File: config.mk
export PLATFORM = sky130hd
export DESIGN_NAME = ack_peak_search
export DESIGN_NICKNAME = d
export VERILOG_FILES = /design/src/rtl/ack_peak_search.sv
export SDC_FILE = /design/constraint.sdc
export NUM_CORES = 1
export LEC_CHECK = 0
export BUFFER_PORTS_ARGS = -buffer_cell sky130_fd_sc_hd__buf_4
export CELL_PAD_IN_SITES_DETAIL_PLACEMENT = 0
export CELL_PAD_IN_SITES_GLOBAL_PLACEMENT = 1
export CORE_UTILIZATION = 45
export CTS_BUF_LIST = sky130_fd_sc_hd__clkbuf_16
export DETAILED_ROUTE_END_ITERATION = 10
export GPL_TIMING_DRIVEN = 0
export PLACE_DENSITY = 0.79
export SLEW_MARGIN = 40
export SYNTH_ARGS = -nofsm -noshare
export SYNTH_HDL_FRONTEND = slang
export SYNTH_SLANG_ARGS = --single-unit
File: constraint.sdc
create_clock -name clk -period 6.75 [get_ports clk]
set_input_delay 0.675 -clock clk [delete_from_list [all_inputs] [get_ports clk]]
set_output_delay 0.675 -clock clk [all_outputs]
set_load 0.05 [all_outputs]
File: src/rtl/ack_peak_search.sv
// rtl/ack_peak_search.sv - per-channel best/second-best correlation peak tracker with record readout
//
// Ports:
//   clk, rst            clock, asynchronous active-low reset
//   clear               one-cycle pulse: drop stored peaks and start a new search
//   corr_complete       bin-done level; rising edge snapshots one result set
//   search_complete     search-done level; rising edge requests the report
//   sat_flat            NCH x 6-bit satellite IDs, channel k at [6k+5:6k]
//   integ_flat          NCH x INT_W integrator magnitudes
//   code_phase          code phase of the current bin
//   doppler_omega       Doppler of the current bin (passed through)
//   res_valid/res_ready record handshake
//   res_chan..res_doppler  record fields
//   busy                scan or report in progress
//   done                one-cycle pulse after the last record is accepted
//   overrun             sticky: a result set arrived while busy
module ack_peak_search #(
    parameter int NCH     = 8,
    parameter int INT_W   = 12,
    parameter int PHASE_W = 10,
    parameter int DOP_W   = 16
) (
    input  logic                 clk,
    input  logic                 rst,
    input  logic                 clear,
    input  logic                 corr_complete,
    input  logic                 search_complete,
    input  logic [NCH*6-1:0]     sat_flat,
    input  logic [NCH*INT_W-1:0] integ_flat,
    input  logic [PHASE_W-1:0]   code_phase,
    input  logic [DOP_W-1:0]     doppler_omega,
    output logic                 res_valid,
    input  logic                 res_ready,
    output logic [2:0]           res_chan,
    output logic [5:0]           res_sat,
    output logic [INT_W-1:0]     res_peak,
    output logic [INT_W-1:0]     res_second,
    output logic [PHASE_W-1:0]   res_phase,
    output logic [DOP_W-1:0]     res_doppler,
    output logic                 busy,
    output logic                 done,
    output logic                 overrun
);

    typedef enum logic [1:0] {
        IDLE   = 2'd0,
        SCAN   = 2'd1,
        REPORT = 2'd2
    } state_t;

    localparam logic [2:0] LAST = 3'(NCH - 1);

    state_t               state;
    logic                 prev_cc, prev_sc;
    logic                 cc_edge, sc_edge;
    logic                 pending;
    logic [2:0]           k_idx, r_idx, ld_idx;

    logic [NCH*6-1:0]     sh_sat;
    logic [NCH*INT_W-1:0] sh_integ;
    logic [PHASE_W-1:0]   sh_phase;
    logic [DOP_W-1:0]     sh_dop;

    logic [5:0]           sat_q    [NCH];
    logic [INT_W-1:0]     best_q   [NCH];
    logic [INT_W-1:0]     second_q [NCH];
    logic [PHASE_W-1:0]   phase_q  [NCH];
    logic [DOP_W-1:0]     dop_q    [NCH];

    logic [5:0]           cur_sat;
    logic [INT_W-1:0]     cur_integ;

    assign cc_edge = corr_complete & ~prev_cc;
    assign sc_edge = search_complete & ~prev_sc;
    assign busy    = (state != IDLE);

    // Channel currently being folded in from the snapshot.
    always_comb begin
        cur_sat   = '0;
        cur_integ = '0;
        for (int i = 0; i < NCH; i++) begin
            if (k_idx == 3'(i)) begin
                cur_sat   = sh_sat[6*i +: 6];
                cur_integ = sh_integ[INT_W*i +: INT_W];
            end
        end
    end

    // Record to load into the output registers: the next one while
    // reporting, record 0 when a report is about to start.
    always_comb begin
        ld_idx = '0;
        if (state == REPORT)
            ld_idx = r_idx + 3'd1;
    end

    // Edge detectors power up "high" so a level held across reset is not
    // mistaken for a fresh edge; clear deliberately leaves them alone.
    always_ff @(posedge clk or negedge rst) begin
        if (!rst) begin
            prev_cc <= 1'b1;
            prev_sc <= 1'b1;
        end else begin
            prev_cc <= corr_complete;
            prev_sc <= search_complete;
        end
    end

    always_ff @(posedge clk or negedge rst) begin
        if (!rst) begin
            state       <= IDLE;
            pending     <= 1'b0;
            overrun     <= 1'b0;
            done        <= 1'b0;
            k_idx       <= '0;
            r_idx       <= '0;
            sh_sat      <= '0;
            sh_integ    <= '0;
            sh_phase    <= '0;
            sh_dop      <= '0;
            res_valid   <= 1'b0;
            res_chan    <= '0;
            res_sat     <= '0;
            res_peak    <= '0;
            res_second  <= '0;
            res_phase   <= '0;
            res_doppler <= '0;
            for (int i = 0; i < NCH; i++) begin
                sat_q[i]    <= '0;
                best_q[i]   <= '0;
                second_q[i] <= '0;
                phase_q[i]  <= '0;
                dop_q[i]    <= '0;
            end
        end else begin
            done <= 1'b0;
            if (clear) begin
                state     <= IDLE;
                pending   <= 1'b0;
                overrun   <= 1'b0;
                k_idx     <= '0;
                r_idx     <= '0;
                res_valid <= 1'b0;
                for (int i = 0; i < NCH; i++) begin
                    sat_q[i]    <= '0;
                    best_q[i]   <= '0;
                    second_q[i] <= '0;
                    phase_q[i]  <= '0;
                    dop_q[i]    <= '0;
                end
            end else begin
                case (state)
                    IDLE: begin
                        if (cc_edge) begin
                            sh_sat   <= sat_flat;
                            sh_integ <= integ_flat;
                            sh_phase <= code_phase;
                            sh_dop   <= doppler_omega;
                            k_idx    <= '0;
                            pending  <= sc_edge;
                            state    <= SCAN;
                        end else if (sc_edge) begin
                            r_idx       <= '0;
                            res_valid   <= 1'b1;
                            res_chan    <= ld_idx;
                            res_sat     <= sat_q[ld_idx];
                            res_peak    <= best_q[ld_idx];
                            res_second  <= second_q[ld_idx];
                            res_phase   <= phase_q[ld_idx];
                            res_doppler <= dop_q[ld_idx];
                            state       <= REPORT;
                        end
                    end

                    SCAN: begin
                        if (cc_edge)
                            overrun <= 1'b1;
                        if (sc_edge)
                            pending <= 1'b1;

                        // A new satellite on this channel restarts its history;
                        // strict compares make ties keep the earlier bin.
                        if (cur_sat != sat_q[k_idx]) begin
                            sat_q[k_idx]    <= cur_sat;
                            best_q[k_idx]   <= cur_integ;
                            second_q[k_idx] <= '0;
                            phase_q[k_idx]  <= sh_phase;
                            dop_q[k_idx]    <= sh_dop;
                        end else if (cur_integ > best_q[k_idx]) begin
                            second_q[k_idx] <= best_q[k_idx];
                            best_q[k_idx]   <= cur_integ;
                            phase_q[k_idx]  <= sh_phase;
                            dop_q[k_idx]    <= sh_dop;
                        end else if (cur_integ > second_q[k_idx]) begin
                            second_q[k_idx] <= cur_integ;
                        end

                        if (k_idx == LAST) begin
                            k_idx <= '0;
                            if (pending || sc_edge) begin
                                // Channel 0 is already final, so record 0 can
                                // be loaded while the last channel is updated.
                                pending     <= 1'b0;
                                r_idx       <= '0;
                                res_valid   <= 1'b1;
                                res_chan    <= ld_idx;
                                res_sat     <= sat_q[ld_idx];
                                res_peak    <= best_q[ld_idx];
                                res_second  <= second_q[ld_idx];
                                res_phase   <= phase_q[ld_idx];
                                res_doppler <= dop_q[ld_idx];
                                state       <= REPORT;
                            end else begin
                                state <= IDLE;
                            end
                        end else begin
                            k_idx <= k_idx + 3'd1;
                        end
                    end

                    REPORT: begin
                        if (cc_edge)
                            overrun <= 1'b1;
                        if (res_valid && res_ready) begin
                            if (r_idx == LAST) begin
                                res_valid <= 1'b0;
                                done      <= 1'b1;
                                state     <= IDLE;
                            end else begin
                                r_idx       <= ld_idx;
                                res_chan    <= ld_idx;
                                res_sat     <= sat_q[ld_idx];
                                res_peak    <= best_q[ld_idx];
                                res_second  <= second_q[ld_idx];
                                res_phase   <= phase_q[ld_idx];
                                res_doppler <= dop_q[ld_idx];
                            end
                        end
                    end

                    default: state <= IDLE;
                endcase
            end
        end
    end

endmodule

==> flow_summary_export.csv, run 1 <==
group,metric,value,unit
status,status,"finished clean",
timing,slew_headroom,33.2,%
die,start_util,45.8,%
power_and_ir_drop,p_leak,18.1,nW
worst_setup_path,required,7290,ps
worst_setup_path,crit_fanout,19,
clocking,worstSkewPairLatency,650,ps
placement,hpwl,90.8,mm
final_layout,fillers,6533,
final_layout,area_growth,17.3,%
drt,final_antenna_net_count,0,
yosys,yosys_warnings,0,
placement,portBuffers,238,
clocking,cts_max_level,3,
clocking,clockRootBuffer,"clkbuf_16",
yosys,syn-cell-area,0.0344,mm2
clocking,clock_sinks,691,
drt,wl_per_cell,29.0,um
power_and_ir_drop,power.total,12.0,mW
global_routing,grt_max_degree,109,
drt,first_pass_iters,8,
timing,period_minus_slack,6470,ps
die,die-area,0.0775,mm2
drt,via_per_inst,6.43,
die,rows,100,
timing,worst_clock_skew,33.5,ps
worst_setup_path,cpPeakStageDelay,520,ps
power_and_ir_drop,seqPwrFrac,41.3,%
worst_setup_path,end_kind,"flip-flop",
power_and_ir_drop,internal_power,7.98,mW
worst_hold_path,hp-class,"in2reg",
worst_setup_path,crit_chain,"clkbuf_1 -> buf_2 -> inv_2 -> ha_1 -> buf_2 -> buf_1 -> a221oi_1 -> o31ai_1 -> a21oi_2 -> or2_2 -> clkinv_1 -> ha_1 -> nand4_1 -> a311oi_1 -> a2111oi_2 -> nand2b_1 -> clkbuf_2 -> a31o_2 -> buf_2 -> buf_4 -> mux2i_1",
yosys,ys_seq_area_share,50.3,%
worst_setup_path,start_kind,"flip-flop",
worst_setup_path,r2r_slack,280,ps
worst_hold_path,holdPathEnd,"prev_sc",
die,num_io_pins,239,
timing,fmax,155,MHz
yosys,synth_top_cell_by_area,"dfrtp_1",
clocking,clock_path_buffers,3,
yosys,yosys.cell_types.count,82,
worst_setup_path,cp_common_cell,"buf_2",
yosys,synth.top_cells.by_area,"dfrtp_1 50%, mux2i_1 8.7%, mux2_2 6.3%, nand2_1 4.8%, mux4_2 4.2%",
worst_setup_path,r2r_cells,21,
timing,worst_pin_slew,1000,ps
yosys,async_reset_ff_share,100,%
worst_hold_path,whs_path_depth,1,
worst_setup_path,critPathKind,"reg2reg",
timing,period_share,95.9,%
final_layout,fin_area,0.0403,mm2
yosys,ys_dominant_reg_cell,"dfrtp_1",
yosys,netlist.area_leader.share,50.1,%
drt,drt_iter0_markers,2866,
final_layout,fin_cells,4397,
yosys,ys_ff_latch,691,
global_routing,antenna_found_initial,4,
worst_setup_path,slowest_stage,"o31ai_1",
clocking,tritoncts,"built",
placement,dpl.cell_count,4247,
die,die_w,278,um
yosys,synth_edf_count,0,
power_and_ir_drop,p_switching,3.98,mW
die,die_h,278,um
yosys,syn_inst,3031,
die,core,0.0751,mm2
final_layout,layout.nets,3573,
final_layout,finalCoreUtilization,53.7,%
placement,place.gp.congestion,0.994,
timing,slew_viol_final,0,
power_and_ir_drop,ir_worst_vdd,0.202,mV
global_routing,grt_overflow_total,0,
drt,wirelength,128,mm
clocking,clk_pin_slew_worst_paths,60,ps
global_routing,grt_use_total,32.8,%
placement,placed_area,0.0377,mm2
timing,grt_setup_unrepaired,"false",
timing,holdWs,156,ps
worst_setup_path,crit_arrival,7010,ps
drt,vias,28300,
worst_setup_path,r2r-end,"phase_q[11]",
worst_setup_path,reg2reg_from,"k_idx[1]",
yosys,syn_avg_cell_area,11.3,um2
power_and_ir_drop,powerDensity,297,mW/mm2
timing,report.final.hold_viol_count,0,
global_routing,first_global_vias,29000,
worst_hold_path,hold_start,"search_complete",
final_layout,drive_above_1_share,23.5,%
power_and_ir_drop,p_sw_share,33.3,%
global_routing,grt_pass1_wl,189,mm
drt,drc_errors,0,
power_and_ir_drop,p_clk_share,34.7,%
yosys,syn_nets,3243,
flow_run,maxCapViolCount,0,
power_and_ir_drop,pwr-share-comb,24.0,%
timing,finalSetupViolCount,0,
clocking,numCtsBuffers,79,
==> state kept, by name (all words and copies together) (netlist names), 2 cells and up <==
name	count
state	2
res_chan	3
sh_phase	10
second_q	96
sh_sat	48
res_phase	10
res_doppler	16
r_idx	3
best_q	96
sh_integ	96
res_peak	12
res_second	12
sh_dop	16
k_idx	3
res_sat	6
phase_q	80
dop_q	128
sat_q	48
==> cell usage in the layout, fill, tap and decap left out, types with 36 or more instances in the layout <==
cell type  count
o22ai_1       64
o2bb2ai_1     69
a22oi_1       57
o21ai_0       80
inv_1         36
clkbuf_16     81
nand2_1      437
buf_2         56
ha_1          36
mux2i_1      298
buf_4        253
mux4_2        64
a32o_1       101
nor2_1        84
a21oi_1      210
dfrtp_1      689
mux2_2       191
clkbuf_1     131
==> power groups by stage <==
stage	Clock [mW]	Sequential [mW]	Combinational, mW
finish	4.15	4.94	2.87
global route	4.37	4.99	3.04
CTS	4.19	4.93	2.79
detailed placement	0	5.01	2.75
global placement	0	4.98	2.64
floorplan	0	5.03	1.58
==> cells in the mapped netlist (all sizes together) (12+ instances only) <==
master,n
a221oi,31
o2bb2ai,69
nand2,437
clkbuf,159
inv,23
a32o,101
nand3,20
nor3,12
nand2b,13
dfrtp,689
o22ai,64
nand4,15
nor2b,35
mux4,64
o21ai,82
mux2i,299
a21oi,221
a22o,34
a22oi,57
o31ai,21
mux2,191
ha,36
buf,98
nor2,88
==> layer usage <==
layer  vias up  part of all wire [%]  global-route usage, %
li1      11900                     -                      -
met1     14600                    41                   44.2
met2      1446                    46                   50.8
met3       312                   8.0                   6.27
met4         2                   4.9                   16.0
met5         -                 0.013                      0
==> area by class of cell <==
| type | count | area (um2) | area share (%) |
|---|---|---|---|
| sequential | 691 | 17300 | 42.9 |
| timing repair buffer | 253 | 2070 | 5.13 |
| inverter | 29 | 114 | 0.282 |
| multi-input combinational | 2054 | 15900 | 39.5 |
| clock inverter | 63 | 437 | 1.08 |
| antenna | 4 | 10.0 | 0.0248 |
| tap | 969 | 1210 | 3.01 |
| clock buffer | 81 | 2030 | 5.03 |
| buffer | 253 | 1260 | 3.11 |
==> worst max path at each step <==
stage / cells after the start / slack [ps] / from / end
global route: 21 / 90 / k_idx[1] / phase_q[11]
global placement: 1 / -2580 / rst / sh_dop[5]
detailed placement: 23 / -1070 / k_idx[0] / second_q[93]
CTS: 22 / 8 / k_idx[1] / phase_q[11]
floorplan: 20 / 1170 / k_idx[0] / second_q[93]
finish: 21 / 280 / k_idx[1] / phase_q[11]
==> stage by stage <==
stage	TNS, ps	setup WS, ps
2_1_floorplan	0	1170
3_3_place_gp	-2274740	-2580
3_5_place_dp	-192820	-1070
4_1_cts	0	7.94
5_1_grt	0	85.8
6_report	0	279
==> worst max-delay path: cells and delay by family, from the launching register on <==
kind / cells / cell delay (ps)
AO/OA/AOI/OAI: 6 / 1670
adder cells (fa/ha/maj): 2 / 590
buffers and inverters: 9 / 2690
flip-flops: 1 / 390
multiplexers: 1 / 230
AND/OR/NAND/NOR: 3 / 770
==> logic make-up after synthesis <==
kind of cell	synth area share [%]
buffers and inverters	3.85
XOR/XNOR	0.0255
adder cells (fa/ha/maj)	1.31
AND/OR/NAND/NOR	9.29
multiplexers	19.2
flip-flops	50.3
AO/OA/AOI/OAI	16.1
==> timing repair <==
item / CTS / global route
buffers inserted: 2 / 2
hold buffers: 1 / 0
setup endpoints to repair: 392 / 366
gates resized for setup: 14 / 12
pin swaps: 1 / 1
endpoints found under the hold margin: 33 / 0
(Power assumes the default switching activity.)
==> run 2, diff against run 1 <==
--- a/config.mk
+++ b/config.mk
@@ -8,9 +8,11 @@
 export BUFFER_PORTS_ARGS = -buffer_cell sky130_fd_sc_hd__buf_4
 export CELL_PAD_IN_SITES_DETAIL_PLACEMENT = 0
 export CELL_PAD_IN_SITES_GLOBAL_PLACEMENT = 1
+export CORE_ASPECT_RATIO = 1.1
 export CORE_UTILIZATION = 45
 export CTS_BUF_LIST = sky130_fd_sc_hd__clkbuf_16
 export DETAILED_ROUTE_END_ITERATION = 10
+export GPL_ROUTABILITY_DRIVEN = 0
 export GPL_TIMING_DRIVEN = 0
 export PLACE_DENSITY = 0.79
 export SLEW_MARGIN = 40
==> flow_summary_export.csv, run 2 (synthesized netlist as in run 1, its figures left out) <==
group,metric,value,unit
status,status,"finished clean",
worst_setup_path,start_kind,"flip-flop",
timing,fmax,154,MHz
power_and_ir_drop,p_switching,3.93,mW
clocking,clockRootBuffer,"clkbuf_16",
clocking,tritoncts,"built",
power_and_ir_drop,p_sw_share,32.8,%
worst_setup_path,cpPeakStageDelay,490,ps
worst_hold_path,hp-class,"in2reg",
die,start_util,45.8,%
timing,period_share,96.0,%
timing,worst_pin_slew,972,ps
flow_run,maxCapViolCount,0,
power_and_ir_drop,pwr-share-comb,23.6,%
power_and_ir_drop,p_leak,18.1,nW
global_routing,antenna_found_initial,6,
timing,finalSetupViolCount,0,
timing,slew_viol_final,0,
timing,period_minus_slack,6480,ps
drt,wl_per_cell,27.7,um
drt,vias,28300,
drt,final_antenna_net_count,0,
clocking,cts_max_level,3,
die,die_h,292,um
placement,hpwl,87.9,mm
timing,worst_clock_skew,26.9,ps
timing,report.final.hold_viol_count,0,
final_layout,layout.nets,3568,
power_and_ir_drop,seqPwrFrac,41.2,%
clocking,numCtsBuffers,77,
final_layout,fillers,6567,
clocking,clock_sinks,691,
die,rows,105,
worst_setup_path,crit_chain,"clkbuf_2 -> buf_2 -> inv_2 -> ha_1 -> nor2b_1 -> buf_2 -> buf_1 -> a221oi_1 -> o31ai_1 -> o211ai_1 -> a31o_2 -> clkbuf_1 -> ha_1 -> nand4b_1 -> a311oi_1 -> a2111oi_2 -> nor2_2 -> clkbuf_2 -> o22a_1 -> nand4_2 -> o2bb2ai_1",
worst_setup_path,critPathKind,"reg2reg",
drt,first_pass_iters,6,
die,die-area,0.0775,mm2
worst_setup_path,crit_arrival,7010,ps
final_layout,top_register,"dop_q",
clocking,worstSkewPairLatency,640,ps
die,die_w,266,um
clocking,clock_path_buffers,3,
worst_setup_path,crit_fanout,11,
timing,slew_headroom,35.2,%
global_routing,grt_use_total,31.8,%
global_routing,grt_max_degree,113,
global_routing,grt_overflow_total,0,
die,core,0.0751,mm2
drt,drt_iter0_markers,3530,
worst_setup_path,required,7280,ps
drt,drc_errors,0,
drt,via_per_inst,6.38,
final_layout,drive_above_1_share,23.2,%
final_layout,finalCoreUtilization,53.7,%
clocking,clk_pin_slew_worst_paths,60,ps
worst_setup_path,slowest_stage,"o31ai_1",
timing,holdWs,151,ps
worst_setup_path,end_kind,"flip-flop",
die,num_io_pins,239,
power_and_ir_drop,ir_worst_vdd,0.188,mV
global_routing,first_global_vias,29400,
final_layout,layout_commonest_cell,"dfrtp_1",
global_routing,grt_pass1_wl,185,mm
final_layout,area_growth,17.5,%
placement,portBuffers,238,
power_and_ir_drop,powerDensity,297,mW/mm2
final_layout,largest_register_ffs,128,
drt,wirelength,123,mm
timing,grt_setup_unrepaired,"false",
final_layout,mostFrequentLayoutCells,"689 x dfrtp_1, 437 x nand2_1, 298 x mux2i_1, 253 x buf_4, 211 x a21oi_1",
power_and_ir_drop,p_clk_share,35.2,%
power_and_ir_drop,internal_power,8.07,mW
[run 2: area by class of cell]
| class | count | area, um2 | area share (%) |
|---|---|---|---|
| Inverter | 29 | 110 | 0.273 |
| Tap cell | 1016 | 1270 | 3.15 |
| Sequential cell | 691 | 17300 | 42.8 |
| Antenna cell | 6 | 15.0 | 0.0372 |
| Clock inverter | 60 | 509 | 1.26 |
| Multi-Input combinational cell | 2054 | 15900 | 39.4 |
| Buffer | 253 | 1250 | 3.09 |
| Clock buffer | 79 | 1980 | 4.89 |
| Timing Repair Buffer | 250 | 2030 | 5.03 |
[run 2: metal layers]
metal  wire length [um]  vias up  track usage (%)  share of wire [%]
li1                   -    11900                -                  -
met1              47800    14400             40.4                 39
met2              56600     1595             50.4                 46
met3              10800      423             7.13                8.8
met4               7800        2             17.8                6.3
met5                 65        -                0              0.053
[run 2: worst paths after layout]
kind                                  from             end  slack [ps]  cells past startpoint
min in group asynchronous              rst      res_sat[2]         630                      2
min                        search_complete         prev_sc         150                      1
max reg2reg                       k_idx[1]    second_q[13]         270                     21
max in group asynchronous              rst  res_doppler[5]        4660                      4
max                               k_idx[1]    second_q[13]         270                     21
min reg2reg                   res_phase[7]    res_phase[7]         480                      2
[run 2: critical path: cells and delay by family, from the launching register on]
family / cells / cell delay [ps]
compound gates: 8 / 2120
simple gates: 4 / 1100
flops: 1 / 400
buf+inv: 7 / 2090
fa+ha+maj: 2 / 640
[run 2: power groups by stage]
stage / clock network [mW] / registers [mW] / logic (mW)
after floorplan: 0 / 5.03 / 1.58
after global placement: 0 / 4.99 / 2.61
after detailed placement: 0 / 5.01 / 2.72
after CTS: 4.27 / 4.94 / 2.74
after global routing: 4.45 / 4.99 / 3.00
final: 4.22 / 4.94 / 2.83
[run 2: timing repair]
action                                 in CTS  in global routing
resized for setup                          12                 19
buffers inserted                            0                  2
setup endpoints to repair                 400                380
hold buffers                                1                  0
endpoints found under the hold margin      19                  0
pin swaps                                   0                  1
[run 2: per-stage QoR]
stage          area, um2   TNS, ps  setup slack, ps  total power, mW  std cells
4_1_cts            40300     -1060            -94.6             11.9       4432
3_3_place_gp       37400  -2115450            -2520             7.60       4285
6_report           40400         0              272             12.0       4438
3_5_place_dp       37700   -246330            -1080             7.73       4293
2_1_floorplan      34400         0             1170             6.61       3031
5_1_grt            40400         0             44.6             12.4       4438
